==> config.mk <==
export PLATFORM = sky130hd
export DESIGN_NAME = cache_arbiter
export DESIGN_NICKNAME = d
export VERILOG_FILES = /design/src/rtl/cpu_types_pkg.sv /design/src/rtl/cache_arbiter.sv
export SDC_FILE = /design/constraint.sdc
export NUM_CORES = 1
export LEC_CHECK = 0
export ABC_CLOCK_PERIOD_IN_PS = 1700
export CORE_AREA = 2 2 105 107
export CTS_CLUSTER_SIZE = 40
export DETAILED_ROUTE_END_ITERATION = 8
export DIE_AREA = 0 0 107 109
export SETUP_SLACK_MARGIN = 0.1
export SLEW_MARGIN = 20
export SYNTH_ARGS = -nofsm -noshare
export SYNTH_HDL_FRONTEND = slang
export SYNTH_SLANG_ARGS = --single-unit
==> constraint.sdc <==
create_clock -name CLK -period 1.7 [get_ports CLK]
set_clock_uncertainty 0.05 [all_clocks]
set_input_delay 0.425 -clock CLK [delete_from_list [all_inputs] [get_ports CLK]]
set_output_delay 0.425 -clock CLK [all_outputs]
set_load 0.01 [all_outputs]
==> src/rtl/cpu_types_pkg.sv <==
// Shared CPU-side types: RAM handshake states, cache arbiter states and defaults.
package cpu_types_pkg;

  typedef enum logic [1:0] {
    FREE   = 2'd0,
    BUSY   = 2'd1,
    ACCESS = 2'd2,
    ERROR  = 2'd3
  } ramstate_t;

  typedef enum logic [1:0] {
    IDLE = 2'd0,
    IGNT = 2'd1,
    DGNT = 2'd2
  } arb_state_t;

  localparam int DSTREAK_MAX_DEFAULT = 3;

endpackage

==> src/rtl/cache_arbiter.sv <==
// Shares one RAM port between icache and dcache. dcache is favoured, but only for
// DSTREAK_MAX consecutive block grants while icache is waiting.
module cache_arbiter
  import cpu_types_pkg::*;
#(
  parameter int DSTREAK_MAX = DSTREAK_MAX_DEFAULT
) (
  input  logic        CLK,
  input  logic        nRST,
  input  logic        iREN,
  input  logic [31:0] iaddr,
  output logic        iwait,
  output logic [31:0] iload,
  input  logic        dREN,
  input  logic        dWEN,
  input  logic [31:0] daddr,
  input  logic [31:0] dstore,
  output logic        dwait,
  output logic [31:0] dload,
  output logic        ramREN,
  output logic        ramWEN,
  output logic [31:0] ramaddr,
  output logic [31:0] ramstore,
  input  logic [31:0] ramload,
  input  ramstate_t   ramstate
);

  // The streak counter is only 2 bits, so the limit is clamped to what it can hold.
  localparam logic [1:0] DSTREAK_LIM = (DSTREAK_MAX > 3) ? 2'd3 : 2'(DSTREAK_MAX);

  arb_state_t r_state;
  arb_state_t w_state_next;
  logic       r_wcnt;
  logic       w_wcnt_next;
  logic [1:0] r_dstreak;
  logic [1:0] w_dstreak_next;
  logic       w_dreq;
  logic       w_access;

  assign w_dreq   = dREN | dWEN;
  assign w_access = (ramstate == ACCESS);

  assign iload = ramload;
  assign dload = ramload;

  // State, word counter and dcache streak registers.
  always_ff @(posedge CLK or negedge nRST) begin
    if (!nRST) begin
      r_state   <= IDLE;
      r_wcnt    <= 1'b0;
      r_dstreak <= 2'd0;
    end else begin
      r_state   <= w_state_next;
      r_wcnt    <= w_wcnt_next;
      r_dstreak <= w_dstreak_next;
    end
  end

  // Next-state: grant selection, block completion and abort handling.
  always_comb begin
    w_state_next   = r_state;
    w_wcnt_next    = r_wcnt;
    w_dstreak_next = r_dstreak;
    case (r_state)
      IDLE: begin
        if (w_dreq && ((r_dstreak < DSTREAK_LIM) || !iREN)) begin
          w_state_next = DGNT;
        end else if (iREN) begin
          w_state_next = IGNT;
        end else begin
          w_state_next = IDLE;
        end
      end
      IGNT: begin
        if (w_access) begin
          w_state_next   = IDLE;
          w_dstreak_next = 2'd0;
        end else if (!iREN) begin
          w_state_next = IDLE;
        end else begin
          w_state_next = IGNT;
        end
      end
      DGNT: begin
        if (!w_dreq) begin
          w_state_next = IDLE;
          w_wcnt_next  = 1'b0;
        end else if (w_access) begin
          w_wcnt_next = ~r_wcnt;
          // Second word of the block closes the grant and counts toward the streak.
          if (r_wcnt) begin
            w_state_next = IDLE;
            if (r_dstreak < DSTREAK_LIM) begin
              w_dstreak_next = r_dstreak + 2'd1;
            end else begin
              w_dstreak_next = r_dstreak;
            end
          end else begin
            w_state_next = DGNT;
          end
        end else begin
          w_state_next = DGNT;
        end
      end
      default: begin
        w_state_next = IDLE;
        w_wcnt_next  = 1'b0;
      end
    endcase
  end

  // RAM strobes, address/data steering and cache stalls for the current grant.
  always_comb begin
    ramREN   = 1'b0;
    ramWEN   = 1'b0;
    ramaddr  = 32'h0000_0000;
    ramstore = 32'h0000_0000;
    iwait    = 1'b1;
    dwait    = 1'b1;
    case (r_state)
      IDLE: begin
        ramREN = 1'b0;
      end
      IGNT: begin
        ramREN  = 1'b1;
        ramaddr = iaddr;
        iwait   = ~w_access;
      end
      DGNT: begin
        ramWEN   = dWEN;
        ramREN   = dREN & ~dWEN;
        ramaddr  = daddr;
        ramstore = dstore;
        dwait    = ~w_access;
      end
      default: begin
        ramREN = 1'b0;
      end
    endcase
  end

endmodule

==> impl_summary.md, run 1 <==
Status
The flow ran to the end, but the final reports show violations. The final reports fail on negative setup slack.

Cells and area
The finished layout holds approximately 500 standard cells, fillers aside. Of the cells placed in the final design, the portion with a size suffix greater than 1 is 0.582. The area growth from synthesis to final layout is 146%. 0 antenna diodes ended up in the layout. The final layout net count is 502. Summing all non-filler instances in the final layout gives an area of 3890 um^2.

Synth
The synthesized netlist occupies a cell area of 1580 um^2. The net count after synthesis is 359. The share of synthesized flip-flops with an asynchronous set or reset is 1.00. Ranked by instance count, the synthesized netlist is headed by sky130_fd_sc_hd__buf_4 (64), sky130_fd_sc_hd__a22oi_1 (33), sky130_fd_sc_hd__and2_1 (33). Among all flip-flop cells after synthesis, the most frequent one is sky130_fd_sc_hd__dfrtp_1. The area share of the largest cell type after synthesis is 0.304. The count of unique library cells instantiated by Yosys is 28. The number of enable flip-flop cells after synthesis is 0. Ranked by total cell area, the synthesized netlist is headed by sky130_fd_sc_hd__buf_4 (30%), sky130_fd_sc_hd__a22oi_1 (16%), sky130_fd_sc_hd__and2_1 (13%), sky130_fd_sc_hd__nor2b_1 (13%), sky130_fd_sc_hd__dfrtp_1 (7.9%). The average instance in the mapped netlist occupies 7.22 um^2. The biggest area consumer among synthesized cells is sky130_fd_sc_hd__buf_4. Of the synthesized area, sequential elements account for 0.0792. The number of instances in the synthesized netlist is roughly 220.

The total number of yosys warnings is 0. The dominant cell by count in the synthesized netlist is sky130_fd_sc_hd__buf_4. The synthesis-stage register bit count is 5.

Hold path
The min-delay analysis places its worst path in the category primary input to asynchronous set/reset pin.

Timing
The max-slew violation count is 0. Headroom to the max-slew limit came out at 0.849. At the pin with the least slew margin, the transition time is roughly 0.22 ns. Setup violations remaining at the end of the flow were counted as 72. The number of hold violations in the final report is 0. After layout, the minimum clock period comes to ~2.1 ns. Setup slack on the critical path of the routed design comes to -0.380 ns. Static timing analysis puts the maximum clock frequency at 481 MHz.

Setup repair after global routing could not meet its margin everywhere. Hold timing on the final database bottoms out at a slack of 0.380 ns. In the finished design, the share of the clock period the worst path needs comes to 1.22.

Detailed routing
After detailed routing, the met2 layer carries 4.11 mm of wire. Detailed routing placed a total of 493 um of wire on met3. The number of design rule violations left after detail routing is 0.

The number of routed nets with antenna violations is 0. The number of iterations in the first detailed-routing pass is 3. The topmost layer with routed signal wires is met4. In the final routing, the length of wire on met1 measures 2.87 mm. The routed wire length is 7.55 mm. The average detailed-routed wire length per instance is 15.1 um. The initial DRC count is 39. In the routed layout, each cell is associated on average with a via count of 3.97. The overall via count from detail_route is about 2000.

GRT
The first-pass GRT wire length is ~11 mm. The largest net degree at the start of global routing is 17. The global-route congestion overflow total is 0. The number of antenna violations at the first check in global routing is 0. The via count of the first global-routing pass is 2017.

The overall global routing resource usage is 0.114.

Power
The design draws 6.08 mW. Of the total power, the share spent switching nets is 0.371. The part of the power in the clock network is 0.035. IR analysis of the VDD net gives a maximum drop of 428 uV.

The total power divided by cell area is 1560 nW/um^2. The internal portion of the total power is roughly 3.8 mW. The share of total power dissipated in sequential elements is 0.036. For this design the static power due to leakage is 1.64 nW. The relative contribution of combinational cells to total power is 0.929. The net load switching power is 2.26 mW.

Placed design
Counting tap cells, the placed design contains a total of about 460 instances. The placed wire-length estimate after detailed placement is 4.95 mm. Port buffering added 170 buffers.

At the end of routability-driven placement, the weighted congestion stood at 0.713. OpenSTA, run right after detailed placement, puts the worst setup slack at -0.513 ns. The total cell area at the placement stage is 3270 um^2.

Worst setup path
In this run the worst path has a maximum fanout of 8. The worst register-to-register path has a depth of 9. The critical-path cell with the highest stage delay is sky130_fd_sc_hd__dfrtp_1. The signal on the critical path passes through buf_6 > inv_6 > ha_4 > buf_12 > clkbuf_16 > nor2b_2 > buf_2. The critical path required time is 1.22 ns. The delay contributed by the slowest stage of the critical path is around 0.39 ns. The type of element capturing the critical path is a primary output. The critical path is of the flop to primary output type. The worst setup path is launched from a flop. The critical path arrival is 1.61 ns.

Die
The starting density of the core is 0.149. The horizontal extent of the die is 107 um. The full die area is between 10000 and 15000 um^2. The number of placed I/O pins is ~270.

The floorplan row count is 38. In this run the standard cell core region covers between 10000 and 15000 um^2. The vertical extent of the die is 109 um.

Clocking
The buffer type at the clock tree root is sky130_fd_sc_hd__clkbuf_8. The clock tree from TritonCTS is yes. The clock net in this run drives a total of 5 sinks.

After clock tree synthesis, the clock-pin slew on the worst setup and hold paths is 0.03 ns. The maximum buffer depth of the clock tree is 2. The CTS buffer count is 3. The later pin in the worst-skew pair is clocked with a latency of 0.22 ns. In this run the number of H-tree levels came out at 1. The number of buffers inserted for hold repair after clock tree synthesis is 0.

Job
The number of violations of the max-capacitance limit is 0.
-- metrics by stage --
stage | utilization | TNS (ns)
final | 0.367 | -19.30
after global routing | 0.367 | -24.13
after CTS | 0.345 | -20.75
after detailed placement | 0.309 | -27.83
after global placement | 0.309 | -27.10
after floorplan | - | 0
-- cells in the final DEF (no fill, tap or decap), drive strengths merged, types with 2 or more instances in the layout --
| cell | n |
|---|---|
| dfrtp | 5 |
| clkdlybuf4s50 | 102 |
| a22oi | 33 |
| o21ai | 4 |
| or2 | 2 |
| clkbuf | 7 |
| ha | 5 |
| inv | 3 |
| buf | 111 |
| nand2 | 4 |
| o21a | 2 |
| nor2 | 3 |
| o211ai | 2 |
| nor2b | 32 |
| and2 | 33 |
| nand2b | 2 |
-- logic make-up after synthesis --
group	count (synthesis)	share of synthesized area
DFF	5	0.0792
adders and majority gates	5	0.0396
buffers and inverters	82	0.353
muxes	1	0.00633
and+or+nand+nor	81	0.313
AOI/OAI and AO/OA	45	0.209
-- path summary, 6_finish.rpt --
kind                                end  slack, ns    startpoint
max reg2reg                r_dstreak[1]      -0.14    r_state[1]
min                              r_wcnt       0.38          nRST
max in group asynchronous    r_state[1]       1.03          nRST
min in group CLK           r_dstreak[1]       0.53  r_dstreak[1]
max                         ramaddr[24]      -0.38    r_state[1]
min reg2reg                r_dstreak[1]       0.53  r_dstreak[1]
-- critical path, delay by kind of cell (launching register included) --
kind / cells / cell delay (ns)
buf+inv: 5 / 0.63
flops: 1 / 0.39
fa+ha+maj: 1 / 0.23
simple gates: 1 / 0.15
-- power by group through the flow --
| stage | Combinational, mW | Clock, mW | Sequential, mW |
|---|---|---|---|
| after detailed placement | 3.77 | 0 | 0.219 |
| after floorplan | 2.19 | 0 | 0.210 |
| after global placement | 3.74 | 0 | 0.215 |
| after CTS | 5.18 | 0.219 | 0.219 |
| final | 5.65 | 0.211 | 0.221 |
| after global routing | 6.04 | 0.235 | 0.231 |
-- routing by layer --
metal,GRT usage,up-vias
li1,-,956
met1,0.138,928
met2,0.212,90
met3,0.0173,16
met4,0.0250,0
met5,0,-
-- cell type report --
cell class	instances	area [um^2]
multi-input cells	132	1280
well taps	140	175
clock buffers	4	45.0
flip-flops and latches	5	125
repair buffers	217	2250
inverters	3	16.3
fillers	1074	6710
-- sequential cells by signal, summed over array words and instances (netlist names) --
signal / flops
r_dstreak: 2
r_wcnt: 1
r_state: 2
-- what timing repair did --
action                                  CTS  global route
endpoints found under the setup margin   71            73
pin swaps                                20            22
buffers inserted                         18             6
cloned                                    9             3
gates resized for setup                 315            54
endpoints found under the hold margin     0             0
Power figures use the tool's default switching activity.
==> run 2, diff against run 1 <==
CORE_AREA = 3 3 103 105   (was 2 2 105 107)
DIE_AREA = 0 0 106 108   (was 0 0 107 109)
==> run 2 against run 1 <==
Count of clock-buffer cells in the layout stayed put. Routed wire length rose by 2.6%. Core utilization up 1.7 points. Maximum frequency rose by 3.0%. Cell area fell by 3.9%. Combinational power decreased by 13%. Die area fell by 1.8%. Worst setup slack better by 0.060 ns. Largest power group unchanged. Cell count shrank 2.8%. Non-clock buffer count fell by 7. The run still ends with negative setup slack left. Flip-flop and latch count did not move.
==> impl_summary.md, run 2 (synthesis gave the netlist of run 1 again) <==
Cells and area
The share of the core filled with cells in the final layout is 0.385. In the layout the commonest cells are sky130_fd_sc_hd__clkdlybuf4s50_1 (102), sky130_fd_sc_hd__buf_2 (47), sky130_fd_sc_hd__buf_6 (33). The final layout net count is 495. The most common library cell in the layout ignoring fill and taps is sky130_fd_sc_hd__clkdlybuf4s50_1.

The total of fill cells in the finished design is 976. The antenna diode instance count is 0. The largest registers in the layout are r_dstreak x2, r_state x2, r_wcnt x1. Of the cells placed in the final design, the portion with a size suffix greater than 1 is 0.579. Compared with the post-synthesis result, the final layout area differs by 137%.

Timing
Measured against its own limit, the worst slew margin works out to 0.826. The number of hold violations in the final report is 0. The final worst slack is -0.320 ns. Timing would allow up to 495 MHz.

In the finished design, the share of the clock period the worst path needs comes to 1.19. The clock period minus final worst setup slack is 2.02 ns. The max-slew violation count was 0.

The setup-violating endpoint count in the final report is 70. Setup repair after global routing could not meet its margin everywhere. The slew at the pin with the worst max-slew slack is between 0.2 and 0.3 ns. Setup total negative slack on the finished layout was measured at -15.72 ns.

Detailed routing
The overall via count from detail_route is a little over 2000. After detailed routing, the average wire length per cell comes to approximately 16 um. In the routed layout, each cell is associated on average with a via count of 4.14. The number of routed nets with antenna violations is 0. The met3 wire length is 725 um. The highest metal layer carrying signal wires in the routed design is met4.

After detailed routing, the number of remaining DRC violations is 0. The routed wire length is 7.75 mm. The number of iterations in the first detailed-routing pass is 3. The initial DRC count is 42. After detailed routing, the met2 layer carries 4.28 mm of wire. For this block, wires on met1 add up to 2.67 mm.

Placed design
After legalization and detailed placement, the total HPWL measured about 5.7 mm. The routability congestion estimate from global placement is 0.719. The number of port buffers is 170.

Die
The initial utilization of the core area, before any placement, comes to 0.162. The floorplan has 36 rows. between 200 and 300 I/O pins were placed. The core footprint is ~10000 um^2. The vertical extent of the die is between 100 and 150 um. The horizontal extent of the die is 106 um.

The floorplan step defined a die boundary enclosing 11400 um^2.

Worst setup path
The reg-to-reg startpoint is r_state[0]. The number of buffers and inverters on the critical path is 4. On the critical path the largest part of the delay comes from buffers and inverters. STA puts the critical path data required time at 1.22 ns. The endpoint identified for the worst register-to-register timing path is r_dstreak[1]. The register-to-register setup slack is -0.09 ns. The critical-path cell with the highest stage delay is sky130_fd_sc_hd__dfrtp_1. The setup path with the least slack is of type flop to primary output. The type of element capturing the critical path is a primary output.

The critical path runs through a total of 7 cells. Walking the worst path, the cells encountered are inv_2 > ha_4 > buf_6 > clkbuf_16 > a22oi_2 > nor2b_2 > buf_2. The worst setup path is launched from a flop. The maximum fanout encountered on the critical timing path is 8. In this design, the stage delay of the slowest critical-path cell is 0.39 ns. For the worst flop-to-flop path, the logic depth is 9. The critical path arrival is 1.55 ns.

Clocking
TritonCTS created 3 clock buffers. TritonCTS built the clock tree. Clock-pin slew was measured on the worst setup and hold paths at 0.04 ns. The clock net in this run drives a total of 5 sinks. In this run the number of H-tree levels came out at 1. The tree is rooted in a sky130_fd_sc_hd__clkbuf_8.

The later pin in the worst-skew pair is clocked with a latency of roughly 0.22 ns. The maximum buffer depth of the clock tree is 2.

GRT
Global routing finished with a remaining overflow of 0. The number of antenna violations at the first check in global routing came to 0. Entering global routing, the biggest net connects 18 pins. The first global-routing pass estimated 11.0 mm of wire. The overall global routing resource usage is 0.121. The via count of the first global-routing pass is ~2100.

Power
The static leakage is ~1.6 nW. The worst supply voltage drop on vdd is 544 uV. The total power divided by cell area is 1440 nW/um^2.

Status
The run finished, with violations left. The checks that failed: negative setup slack.

Job
Across the run, the number of max-cap violations was 0.

Hold path
The path class of the lowest-slack min-delay path is primary input to asynchronous set/reset pin.
-- run 2: routing by layer --
layer,track usage,up-vias
li1,-,940
met1,0.119,919
met2,0.248,149
met4,0.0315,0
met3,0.0299,8
met5,0,-
-- run 2: power breakdown --
part | switching [mW] | total, mW | internal [mW]
logic | 1.94 | 4.91 | 2.97
registers | 0.0726 | 0.243 | 0.171
clock network | 0.0610 | 0.222 | 0.161
-- run 2: stage by stage --
step	hold slack (ns)	power (mW)	setup WS, ns	instance area, um^2	instances
6_report	0.391	5.37	-0.320	3740	487
5_1_grt	0.407	5.72	-0.388	3740	487
4_1_cts	0.400	5.16	-0.351	3590	483
3_5_place_dp	0.530	4.13	-0.533	3330	462
3_3_place_gp	0.504	4.08	-0.502	3330	462
2_1_floorplan	0.0794	2.40	0.0795	1840	219
-- run 2: cell type report --
type,count,area [um^2],area share
clock buffers,4,45.0,0.0120
well taps,133,166,0.0445
multi-input cells,132,1270,0.338
repair buffers,210,2130,0.569
inverters,3,11.3,0.00301
flip-flops and latches,5,125,0.0334
-- run 2: worst max-delay path by stage --
stage                           start           to  slack, ns
after floorplan            r_state[0]  ramaddr[18]       0.08
after CTS                  r_state[0]  ramaddr[11]      -0.35
final                      r_state[0]  ramaddr[23]      -0.32
after detailed placement   r_state[1]  ramaddr[26]      -0.53
after global placement    ramstate[0]        dwait      -0.50
after global routing       r_state[0]   ramaddr[6]      -0.39
-- run 2: what timing repair did --
action	CTS	global route
buffers inserted	12	4
hold buffers	0	0
endpoints found under the setup margin	71	72
cloned	6	2
endpoints found under the hold margin	0	0
gates resized for setup	326	32
pin swaps	22	14
-- run 2: worst register-to-register path: stages, from the launching register on --
cell and delay, ns:
sky130_fd_sc_hd__dfrtp_1 0.40, sky130_fd_sc_hd__inv_2 0.10, sky130_fd_sc_hd__ha_4 0.19, sky130_fd_sc_hd__buf_6 0.14, sky130_fd_sc_hd__buf_12 0.11, sky130_fd_sc_hd__buf_6 0.09
sky130_fd_sc_hd__buf_6 0.12, sky130_fd_sc_hd__nor2_4 0.04, sky130_fd_sc_hd__o21a_1 0.16, sky130_fd_sc_hd__a311o_1 0.27
